`config.mk`:
```
export PLATFORM = sky130hd
export DESIGN_NAME = aes_dec_round_sequencer
export DESIGN_NICKNAME = d
export VERILOG_FILES = /design/src/rtl/aes_dec_round_sequencer.sv
export SDC_FILE = /design/constraint.sdc
export NUM_CORES = 1
export LEC_CHECK = 0
export BUFFER_PORTS_ARGS = -buffer_cell sky130_fd_sc_hd__clkbuf_2
export CAP_MARGIN = 20
export CORE_AREA = 5 5 298 300
export CTS_BUF_LIST = sky130_fd_sc_hd__clkbuf_4 sky130_fd_sc_hd__clkbuf_8
export DETAILED_ROUTE_END_ITERATION = 6
export DIE_AREA = 0 0 303 305
export PLACE_DENSITY_LB_ADDON = 0.25
export SYNTH_ARGS = -nofsm -noshare
export SYNTH_HDL_FRONTEND = slang
export SYNTH_SLANG_ARGS = --single-unit
```
`constraint.sdc`:
```
create_clock -name clk -period 2.1 [get_ports clk]
set_clock_uncertainty 0.15 [all_clocks]
set_input_delay 0.105 -clock clk [delete_from_list [all_inputs] [get_ports clk]]
set_output_delay 0.105 -clock clk [all_outputs]
set_load 0.01 [all_outputs]
```
`src/rtl/aes_dec_round_sequencer.sv`:
```
// Iterative AES-128 decryption controller: whitening on accept, then NR passes through one
// shared external inverse-round datapath, the last pass without InvMixColumns.
module aes_dec_round_sequencer #(
    parameter int NR     = 10,
    parameter int DP_LAT = 1
) (
    input  logic         clk,
    input  logic         rst,
    input  logic         in_valid,
    output logic         in_ready,
    input  logic [127:0] in_data,
    output logic [3:0]   key_idx,
    input  logic [127:0] key_data,
    output logic [127:0] dp_in,
    output logic [127:0] dp_key,
    output logic         dp_last,
    output logic         dp_issue,
    input  logic [127:0] dp_out,
    output logic         out_valid,
    input  logic         out_ready,
    output logic [127:0] out_data,
    output logic         busy
);

    localparam int WCW = (DP_LAT > 1) ? $clog2(DP_LAT) : 1;

    typedef enum logic [1:0] {IDLE, RUN, WAIT, DONE} state_t;

    state_t         state;
    logic [3:0]     round;
    logic [WCW-1:0] wait_cnt;
    logic [127:0]   wreg;

    // Handshakes: a transfer happens on a rising edge where valid and ready are both high;
    // out_valid/out_data hold until out_ready, and ready never waits on valid.
    always_comb begin
        key_idx = 4'd0;
        case (state)
            IDLE:      key_idx = 4'(NR);
            RUN, WAIT: key_idx = round;
            default:   key_idx = 4'd0;
        endcase
    end

    // wreg holds the whitened block for the first issue and each captured round result
    // afterwards, so the datapath need not hold dp_out beyond its valid cycle.
    assign dp_in   = wreg;
    assign dp_key  = key_data;
    assign dp_last = (state == RUN) && (round == 4'd0);

    always_ff @(posedge clk) begin
        if (rst) begin
            state     <= IDLE;
            in_ready  <= 1'b1;
            out_valid <= 1'b0;
            out_data  <= '0;
            dp_issue  <= 1'b0;
            busy      <= 1'b0;
            round     <= 4'd0;
            wait_cnt  <= '0;
            wreg      <= '0;
        end else begin
            case (state)
                IDLE: begin
                    if (in_valid) begin
                        wreg     <= in_data ^ key_data;
                        round    <= 4'(NR - 1);
                        in_ready <= 1'b0;
                        busy     <= 1'b1;
                        dp_issue <= 1'b1;
                        state    <= RUN;
                    end
                end
                RUN: begin
                    dp_issue <= 1'b0;
                    wait_cnt <= WCW'(DP_LAT - 1);
                    state    <= WAIT;
                end
                WAIT: begin
                    if (wait_cnt != '0) begin
                        wait_cnt <= wait_cnt - WCW'(1);
                    end else if (round == 4'd0) begin
                        out_data  <= dp_out;
                        out_valid <= 1'b1;
                        state     <= DONE;
                    end else begin
                        wreg     <= dp_out;
                        round    <= round - 4'd1;
                        dp_issue <= 1'b1;
                        state    <= RUN;
                    end
                end
                DONE: begin
                    if (out_ready) begin
                        out_valid <= 1'b0;
                        in_ready  <= 1'b1;
                        busy      <= 1'b0;
                        state     <= IDLE;
                    end
                end
                default: state <= IDLE;
            endcase
        end
    end

endmodule

```
==> impl_metrics.py, run 1 <==
metrics = {
    "logic_synthesis": {
        "ys_warn_count": 0,
        "avgSynthCellArea_um2": 8.79,
        "syn-num-nets": 1848,
        "synth_edf_count": 0,
        "synth_flop_cell": "dfxtp_1",
        "syn_inst": 1453,
        "post_synth_num_cell_types": 39,
        "ys_ff_latch": 266,
        "syn_area_mm2": 0.0128,
        "synthArstFlopShare": 0,
        "seq_area_frac_synth": 0.417,
    },
    "drt": {
        "wl_per_cell_um": 16.4,
        "top_layer": "met4",
        "drt-met1-wl_um": 24800,
        "drc_errors": 0,
        "antenna_left": 0,
        "dr.pass1.iters": 4,
        "routed_wirelength_um": 61100,
        "drt_iter0_markers": 486,
        "dr_wl_met3_um": 3980,
        "wl_met2_um": 30700,
        "vias_per_cell": 3.76,
        "via_count": 14000,
    },
    "floorplan": {
        "die_h_um": 305,
        "num_rows": 108,
        "start_util": 0.149,
        "dieArea_mm2": 0.0924,
        "dieWidth_um": 303,
        "core_mm2": 0.0859,
        "io_pins": 781,
    },
    "placement": {
        "dp_hpwl_um": 45700,
        "port_buffers": 780,
        "dp.cells": 3240,
        "gp_congestion": 0.822,
    },
    "setup_path": {
        "crit_buf_inv": 4,
        "worstPathRequired_ps": 2480,
        "crit_path_end_kind": "register",
        "worstRegToRegCells": 8,
        "crit_type": "register to register",
        "crit_arrival_ps": 2420,
        "cp_common_cell": "buf_12",
        "r2r-end": "dp_in[23]$_SDFFE_PP0P_",
        "slowest_stage": "or3_4",
        "timing.rr.start": "round[1]$_SDFFE_PP0P_",
        "cp_slowest_stage_delay_ps": 450,
        "critPathTopFamily": "simple AND/OR/NAND/NOR gates",
        "r2r_setup_slack_ps": 60,
        "start_kind": "register",
        "critical_path.cell_chain": "inv_2 > ha_4 > buf_4 > nor4bb_4 > or3_4 > buf_12 > buf_12 > o22ai_2",
        "worstPathMaxFanout": 15,
    },
    "status": {
        "status": "finished clean",
    },
    "hold_path": {
        "hold_end": "dp_in[0]$_SDFFE_PP0P_",
        "holdPathStages": 5,
        "min_path_type": "input pin to register",
        "hp-start": "in_data[0]",
    },
    "global_routing": {
        "grt-ovfl-total": 0,
        "track_usage": 0.123,
        "grt_max_degree": 140,
        "grt_pass1_wl_um": 88500,
        "grt_pass1_vias": 14900,
        "grt_antenna_before_repair": 3,
    },
    "layout": {
        "mostFrequentLayoutCell": "clkbuf_2",
        "final_cell_mix": "clkbuf_2, dlygate4sd3_1, dfxtp_1",
        "fillers": 9311,
        "nNetsFinal": 2931,
        "final_cells": 3730,
        "syn_to_final_growth_pct": 79.5,
        "fin_util": 0.267,
        "drive_above_1_share": 0.391,
    },
    "power_and_ir_drop": {
        "p_leak_nw": 10.0,
        "p_total_w": 0.0197,
        "ir_worst_vdd_mv": 0.360,
        "powerDensity_mw_per_mm2": 861,
    },
    "timing": {
        "min_period_over_period": 0.969,
        "hold_violations": 0,
        "fmax_mhz": 491,
        "holdWs_ps": 32.0,
        "setup_viol": 0,
        "report.final.slew_viol_count": 0,
        "rsz0062_at_grt": "true",
        "tightestPinTransition_ps": 629,
        "fin_crit_ps": 2040,
        "maxSlewHeadroom": 0.580,
    },
    "clocking": {
        "cts_tree": "done",
        "path_clk_slew_ps": 50,
        "cts_root_buf": "clkbuf_8",
        "clk_latency_ps": 620,
        "cts_buffer_depth": 3,
        "cts_inserted_buffers": 54,
        "cts_max_level": 2,
        "clkSinkCount": 266,
    },
    "run": {
        "maxCapViolations": 0,
    },
}
-- worst register-to-register path, stage by stage, from the launching register on --
cell	delay (ps)
dfxtp_2	330
inv_2	50
ha_4	150
buf_4	130
nor4bb_4	170
or3_4	450
buf_12	170
buf_12	210
o22ai_2	170
-- metrics by stage --
stage	area (µm²)	TNS (ps)	setup WS (ps)
3_5_place_dp	17600	0	56.0
4_1_cts	22700	-220	-29.9
3_3_place_gp	17600	0	110
2_1_floorplan	12800	0	103
5_1_grt	22900	-30.7	-23.1
6_report	22900	0	64.4
-- layer usage --
| layer | global-route usage | vias up |
|---|---|---|
| li1 | - | 6963 |
| met1 | 0.146 | 6495 |
| met2 | 0.220 | 467 |
| met3 | 0.0269 | 99 |
| met4 | 0.0378 | 0 |
| met5 | 0 | - |
-- power breakdown --
| part | leakage, nW | internal [W] | total (W) | switching, W |
|---|---|---|---|---|
| clock | 0.608 | 0.00334 | 0.00571 | 0.00238 |
| sequential | 2.17 | 0.00593 | 0.00646 | 0.000522 |
| combinational | 7.25 | 0.00362 | 0.00757 | 0.00395 |
-- flip-flops by register name, summed over array words and instances, names as in the netlist --
name       cells
dp_in        128
out_data     128
round          4
state          2
busy           1
dp_issue       1
in_ready       1
out_valid      1
-- cells in the mapped netlist, types with 2 or more instances --
cell	n	area, µm²
a211oi_1	2	15.0
a21oi_1	135	676
a31oi_1	2	12.5
and2_1	3	18.8
buf_1	8	30.0
buf_2	45	225
buf_4	128	961
buf_6	2	22.5
clkbuf_1	48	180
dfxtp_1	266	5330
ha_1	7	87.6
inv_1	6	22.5
mux2i_1	129	1290
nand2_1	257	965
nand2b_1	131	820
nor2_1	7	26.3
o22ai_1	128	801
xor2_1	128	1120
-- worst max path at each step --
stage,start,endpoint,cells after the start
after floorplan,state[0]$_SDFFE_PP0P_,dp_in[100]$_SDFFE_PP0P_,8
after global placement,state[0]$_SDFFE_PP0P_,dp_in[2]$_SDFFE_PP0P_,8
after detailed placement,state[0]$_SDFFE_PP0P_,dp_in[67]$_SDFFE_PP0P_,8
after CTS,round[1]$_SDFFE_PP0P_,dp_last,5
after global routing,round[1]$_SDFFE_PP0P_,dp_last,5
final,round[1]$_SDFFE_PP0P_,dp_in[23]$_SDFFE_PP0P_,8
-- cell type report --
type                       count  area, µm²  area share
timing repair buffer        1258       8750       0.382
sequential                   266       5330       0.233
antenna                        2       5.00    0.000218
multi-input combinational    950       6240       0.272
tap                         1155       1450      0.0630
clock buffer                  86       1080      0.0470
inverter                       6       22.5    0.000982
clock inverter                 7       62.6     0.00273
-- kinds of logic after synthesis --
| logic type | count (synthesis) | share of synthesized area |
|---|---|---|
| buf+inv | 237 | 0.113 |
| compound gates | 276 | 0.123 |
| xor+xnor | 128 | 0.0878 |
| simple gates | 409 | 0.150 |
| flops | 266 | 0.417 |
| fa+ha+maj | 7 | 0.00686 |
| mux | 130 | 0.102 |
-- timing repair --
item,in CTS,in global routing
endpoints found under the setup margin,4,212
cloned,0,1
pin swaps,2,6
endpoints found under the hold margin,265,0
buffers inserted,2,7
resized for setup,8,37
hold buffers,385,0
(Power assumes the default switching activity.)
==> inputs of run 2 (changes only) <==
Settings changed: CORE_AREA 5 5 298 300 to 5 5 302 304, DIE_AREA 0 0 303 305 to 0 0 307 309.
Clock period 2.1 ns to 1.97 ns, I/O delays scaled along.
==> impl_metrics.py, run 2 (synthesized netlist as in run 1, its figures left out) <==
metrics = {
    "power_and_ir_drop": {
        "pwr-share-comb": 0.433,
        "clkPwrFrac": 0.267,
        "p_sw_w": 0.00812,
        "ir_worst_vdd_mv": 0.332,
        "powerDensity_mw_per_mm2": 939,
        "p_seq_frac": 0.300,
        "p_leak_nw": 10.5,
        "p_int_w": 0.0148,
        "swShare": 0.355,
    },
    "global_routing": {
        "grt_pass1_vias": 14900,
        "grt-ovfl-total": 0,
        "grt_pass1_wl_um": 92700,
        "grt_antenna_before_repair": 5,
        "grt_max_degree": 125,
        "track_usage": 0.126,
    },
    "timing": {
        "finalSetupTns_ps": -14100,
        "maxSlewHeadroom": 0.513,
        "fmax_mhz": 465,
        "setup_ws_ps": -179,
        "rsz0062_at_grt": "true",
        "report.final.slew_viol_count": 0,
        "min_period_over_period": 1.09,
        "setup_viol": 204,
        "tightestPinTransition_ps": 731,
        "hold_violations": 0,
        "fin_crit_ps": 2150,
    },
    "clocking": {
        "cts_max_level": 2,
        "clkSinkCount": 266,
        "cts_buffer_depth": 3,
        "clk_latency_ps": 600,
        "cts_tree": "done",
        "cts_root_buf": "clkbuf_8",
        "cts_inserted_buffers": 53,
        "path_clk_slew_ps": 60,
    },
    "drt": {
        "wl_per_cell_um": 17.8,
        "antenna_left": 0,
        "dr.pass1.iters": 4,
        "vias_per_cell": 3.81,
        "drt_iter0_markers": 472,
        "routed_wirelength_um": 67100,
        "drc_errors": 0,
        "via_count": 14400,
    },
    "setup_path": {
        "start_kind": "register",
        "crit_type": "register to register",
        "crit_path_end_kind": "register",
        "crit_arrival_ps": 2500,
        "worstPathMaxFanout": 6,
        "worstPathRequired_ps": 2330,
    },
    "layout": {
        "regArea_mm2": 0.00533,
        "nNetsFinal": 2960,
        "final_cell_mix": "clkbuf_2, dlygate4sd3_1, dfxtp_1",
        "fillers": 9419,
        "drive_above_1_share": 0.441,
        "syn_to_final_growth_pct": 90.7,
        "multiInputGateArea_mm2": 0.00688,
        "mostFrequentLayoutCell": "clkbuf_2",
        "postLayoutCellArea_mm2": 0.0244,
        "final_cells": 3766,
        "fin_util": 0.277,
    },
    "floorplan": {
        "io_pins": 781,
        "num_rows": 109,
        "die_h_um": 309,
        "dieArea_mm2": 0.0949,
        "core_mm2": 0.0880,
        "start_util": 0.145,
        "dieWidth_um": 307,
    },
    "placement": {
        "port_buffers": 780,
        "dp.cells": 3240,
        "gp_congestion": 0.812,
        "place_area_mm2": 0.0176,
        "dp_hpwl_um": 45500,
    },
    "status": {
        "violations": "setup timing",
        "status": "complete, but fails checks",
    },
    "hold_path": {
        "min_path_type": "input pin to register",
    },
    "run": {
        "maxCapViolations": 0,
    },
}
run 2: cell types whose count changed in the layout (fill, tap and decap cells not counted), moves of 8 or more:
cell / before / now
clkbuf_16: 1 / 9
o22ai_2: 21 / 69
buf_12: 17 / 29
a21oi_2: 0 / 30
buf_4: 71 / 50
nand2_1: 257 / 235
o22ai_4: 1 / 10
nand2_2: 0 / 16
buf_6: 3 / 21
a21oi_1: 135 / 105
o22ai_1: 106 / 49
run 2: timing repair:
| action | CTS | global route |
|---|---|---|
| buffers inserted | 29 | 9 |
| resized for setup | 77 | 166 |
| pin swaps | 36 | 26 |
| hold buffers | 386 | 0 |
| gates cloned | 9 | 11 |
| endpoints found under the setup margin | 39 | 260 |
| hold endpoints to repair | 265 | 0 |
run 2: final cells by class:
| cell class | instances | share of cell area |
|---|---|---|
| sequential | 266 | 0.219 |
| clock inverter | 6 | 0.00349 |
| tap | 1165 | 0.0598 |
| inverter | 6 | 0.00113 |
| clock buffer | 83 | 0.0425 |
| multi-input combinational | 950 | 0.282 |
| timing repair buffer | 1288 | 0.392 |
| antenna | 2 | 0.000205 |
run 2: path summary, 6_finish.rpt:
check	startpoint	slack, ps	to	cells after the start
max	round[1]$_SDFFE_PP0P_	-180	dp_issue$_SDFFE_PP0P_	12
min	key_data[3]	50	dp_in[3]$_SDFFE_PP0P_	5
max reg2reg	round[1]$_SDFFE_PP0P_	-180	dp_issue$_SDFFE_PP0P_	12
min reg2reg	out_data[16]$_SDFFE_PP0P_	300	out_data[16]$_SDFFE_PP0P_	2
run 2: per-stage QoR:
stage	hold WS, ps	total power, W	worst slack [ps]
floorplan	84.5	0.0105	28.1
global placement	190	0.0141	7.14
detailed placement	193	0.0141	3.55
CTS	0.711	0.0225	-235
global route	49.7	0.0243	-256
finish	49.2	0.0229	-179
run 2: power groups by stage:
stage	Combinational (W)	Sequential (W)	Clock [W]
floorplan	0.00315	0.00731	0
global placement	0.00713	0.00697	0
detailed placement	0.00710	0.00695	0
CTS	0.00922	0.00686	0.00644
global route	0.0106	0.00698	0.00667
finish	0.00990	0.00686	0.00612
run 2: critical path, stage by stage (launching register included):
cell	delay (ps)
dfxtp_2	320
inv_2	70
ha_4	130
buf_4	100
nor4bb_4	290
buf_4	170
buf_8	100
nor2_4	40
buf_6	110
buf_12	140
buf_12	150
buf_6	120
o21a_1	150
run 2: routing by layer:
metal | GRT usage | vias up | wire (µm)
met5 | 0 | - | 0
met4 | 0.0327 | 0 | 1490
met3 | 0.0329 | 84 | 4620
met2 | 0.222 | 484 | 33200
met1 | 0.153 | 6766 | 27800
li1 | - | 7022 | -
==> inputs of run 3 (changes only) <==
Settings changed: CELL_PAD_IN_SITES_DETAIL_PLACEMENT set to 0, CELL_PAD_IN_SITES_GLOBAL_PLACEMENT set to 1, CORE_AREA 5 5 302 304 to 5 5 305 307, DIE_AREA 0 0 307 309 to 0 0 310 312.
==> impl_metrics.py, run 3 (synthesized netlist as in run 1, its figures left out) <==
metrics = {
    "run": {
        "maxCapViolations": 0,
    },
    "drt": {
        "dr.pass1.iters": 4,
        "routed_wirelength_um": 71000,
        "via_count": 14800,
        "drc_errors": 0,
        "drt_iter0_markers": 481,
        "vias_per_cell": 3.88,
        "wl_per_cell_um": 18.6,
        "antenna_left": 0,
    },
    "power_and_ir_drop": {
        "p_leak_nw": 11.8,
        "ir_worst_vdd_mv": 0.294,
        "powerDensity_mw_per_mm2": 937,
    },
    "timing": {
        "fmax_mhz": 464,
        "setup_ws_ps": -185,
        "tightestPinTransition_ps": 780,
        "min_period_over_period": 1.09,
        "rsz0062_at_grt": "true",
        "report.final.slew_viol_count": 0,
        "setup_viol": 188,
        "hold_violations": 0,
        "fin_crit_ps": 2160,
        "holdWs_ps": 134,
        "maxSlewHeadroom": 0.480,
    },
    "floorplan": {
        "dieWidth_um": 310,
        "dieArea_mm2": 0.0967,
        "num_rows": 110,
        "core_mm2": 0.0897,
        "io_pins": 781,
        "start_util": 0.142,
        "die_h_um": 312,
    },
    "hold_path": {
        "hp-start": "dp_out[70]",
        "hold_end": "out_data[70]$_SDFFE_PP0P_",
        "holdPathStages": 4,
        "min_path_type": "input pin to register",
    },
    "clocking": {
        "cts_buffer_depth": 3,
        "clk_latency_ps": 620,
        "cts_tree": "done",
        "cts_max_level": 2,
        "path_clk_slew_ps": 60,
        "cts_inserted_buffers": 54,
        "cts_root_buf": "clkbuf_8",
        "clkSinkCount": 266,
    },
    "layout": {
        "final_cell_mix": "clkbuf_2, dlygate4sd3_1, dfxtp_1",
        "fillers": 9532,
        "fin_util": 0.296,
        "mostFrequentLayoutCell": "clkbuf_2",
        "drive_above_1_share": 0.532,
        "syn_to_final_growth_pct": 108,
        "nNetsFinal": 2999,
    },
    "setup_path": {
        "r2r-end": "dp_in[83]$_SDFFE_PP0P_",
        "cp_slowest_stage_delay_ps": 470,
        "start_kind": "register",
        "r2r_setup_slack_ps": -190,
        "critPathTopFamily": "buffers and inverters",
        "crit_path_end_kind": "register",
        "worstRegToRegCells": 9,
        "critical_path.cell_chain": "inv_2 > ha_4 > buf_4 > nor4bb_4 > or3_4 > buf_12 > buf_16 > buf_8 > o22ai_4",
        "worstPathMaxFanout": 5,
        "crit_type": "register to register",
        "worstPathRequired_ps": 2360,
        "crit_buf_inv": 5,
        "slowest_stage": "or3_4",
        "timing.rr.start": "round[1]$_SDFFE_PP0P_",
        "crit_arrival_ps": 2550,
    },
    "global_routing": {
        "grt_pass1_wl_um": 98600,
        "grt_pass1_vias": 15900,
        "grt_antenna_before_repair": 3,
        "track_usage": 0.133,
        "grt-ovfl-total": 0,
        "grt_max_degree": 136,
    },
    "placement": {
        "place_ws_ps": -77.4,
        "gp_congestion": 0.773,
        "dp_hpwl_um": 48900,
        "port_buffers": 780,
    },
    "status": {
        "status": "complete, but fails checks",
        "violations": "setup timing",
    },
}
-- run 3: cell type report --
| class | instances | area [µm²] | share of cell area |
|---|---|---|---|
| Antenna cell | 1 | 2.50 | 0.0000943 |
| Clock buffer | 96 | 1170 | 0.0441 |
| Clock inverter | 3 | 40.0 | 0.00151 |
| Inverter | 6 | 27.5 | 0.00104 |
| Multi-Input combinational cell | 950 | 8140 | 0.307 |
| Sequential cell | 266 | 5330 | 0.201 |
| Tap cell | 1176 | 1470 | 0.0554 |
| Timing Repair Buffer | 1326 | 10300 | 0.390 |
-- run 3: repair_timing --
item,4_1_cts,5_1_grt
pin swaps,82,224
hold buffers,387,0
hold endpoints to repair,266,0
buffers inserted,29,15
setup endpoints to repair,75,256
gates resized for setup,157,467
gates cloned,20,10
-- run 3: how the worst max path moves through the flow --
stage / depth (start not counted) / to / start
floorplan: 8 / dp_in[100]$_SDFFE_PP0P_ / state[0]$_SDFFE_PP0P_
global placement: 7 / dp_in[90]$_SDFFE_PP0P_ / state[0]$_SDFFE_PP0P_
detailed placement: 7 / dp_in[90]$_SDFFE_PP0P_ / state[0]$_SDFFE_PP0P_
CTS: 7 / dp_last / round[1]$_SDFFE_PP0P_
global route: 6 / dp_last / round[1]$_SDFFE_PP0P_
finish: 9 / dp_in[83]$_SDFFE_PP0P_ / round[1]$_SDFFE_PP0P_
-- run 3: per-layer routing --
metal | GRT usage | up-vias | share of wire
met3 | 0.0320 | 112 | 0.062
met1 | 0.153 | 7124 | 0.40
met2 | 0.243 | 480 | 0.51
met4 | 0.0410 | 0 | 0.029
li1 | - | 7111 | -
met5 | 0 | - | 0
-- run 3: worst register-to-register path, stage by stage (launching register included) --
cell and delay (ps):
dfxtp_2 340, inv_2 50, ha_4 160, buf_4 120, nor4bb_4 150, or3_4 470, buf_12 170, buf_16 160
buf_8 160, o22ai_4 170
-- run 3: power by group --
part	internal, W	switching, W
Combinational	0.00586	0.00570
Sequential	0.00633	0.000573
Clock	0.00381	0.00259
Total	0.0160	0.00886
-- run 3: per-stage QoR --
stage,instance area (µm²),instances,TNS (ps),total power [W]
floorplan,12800,1453,0,0.0105
global placement,17800,3275,-114,0.0142
detailed placement,17800,3275,-110,0.0143
CTS,24400,3809,-18360,0.0238
global route,26500,3824,-34390,0.0263
finish,26500,3824,-16090,0.0249
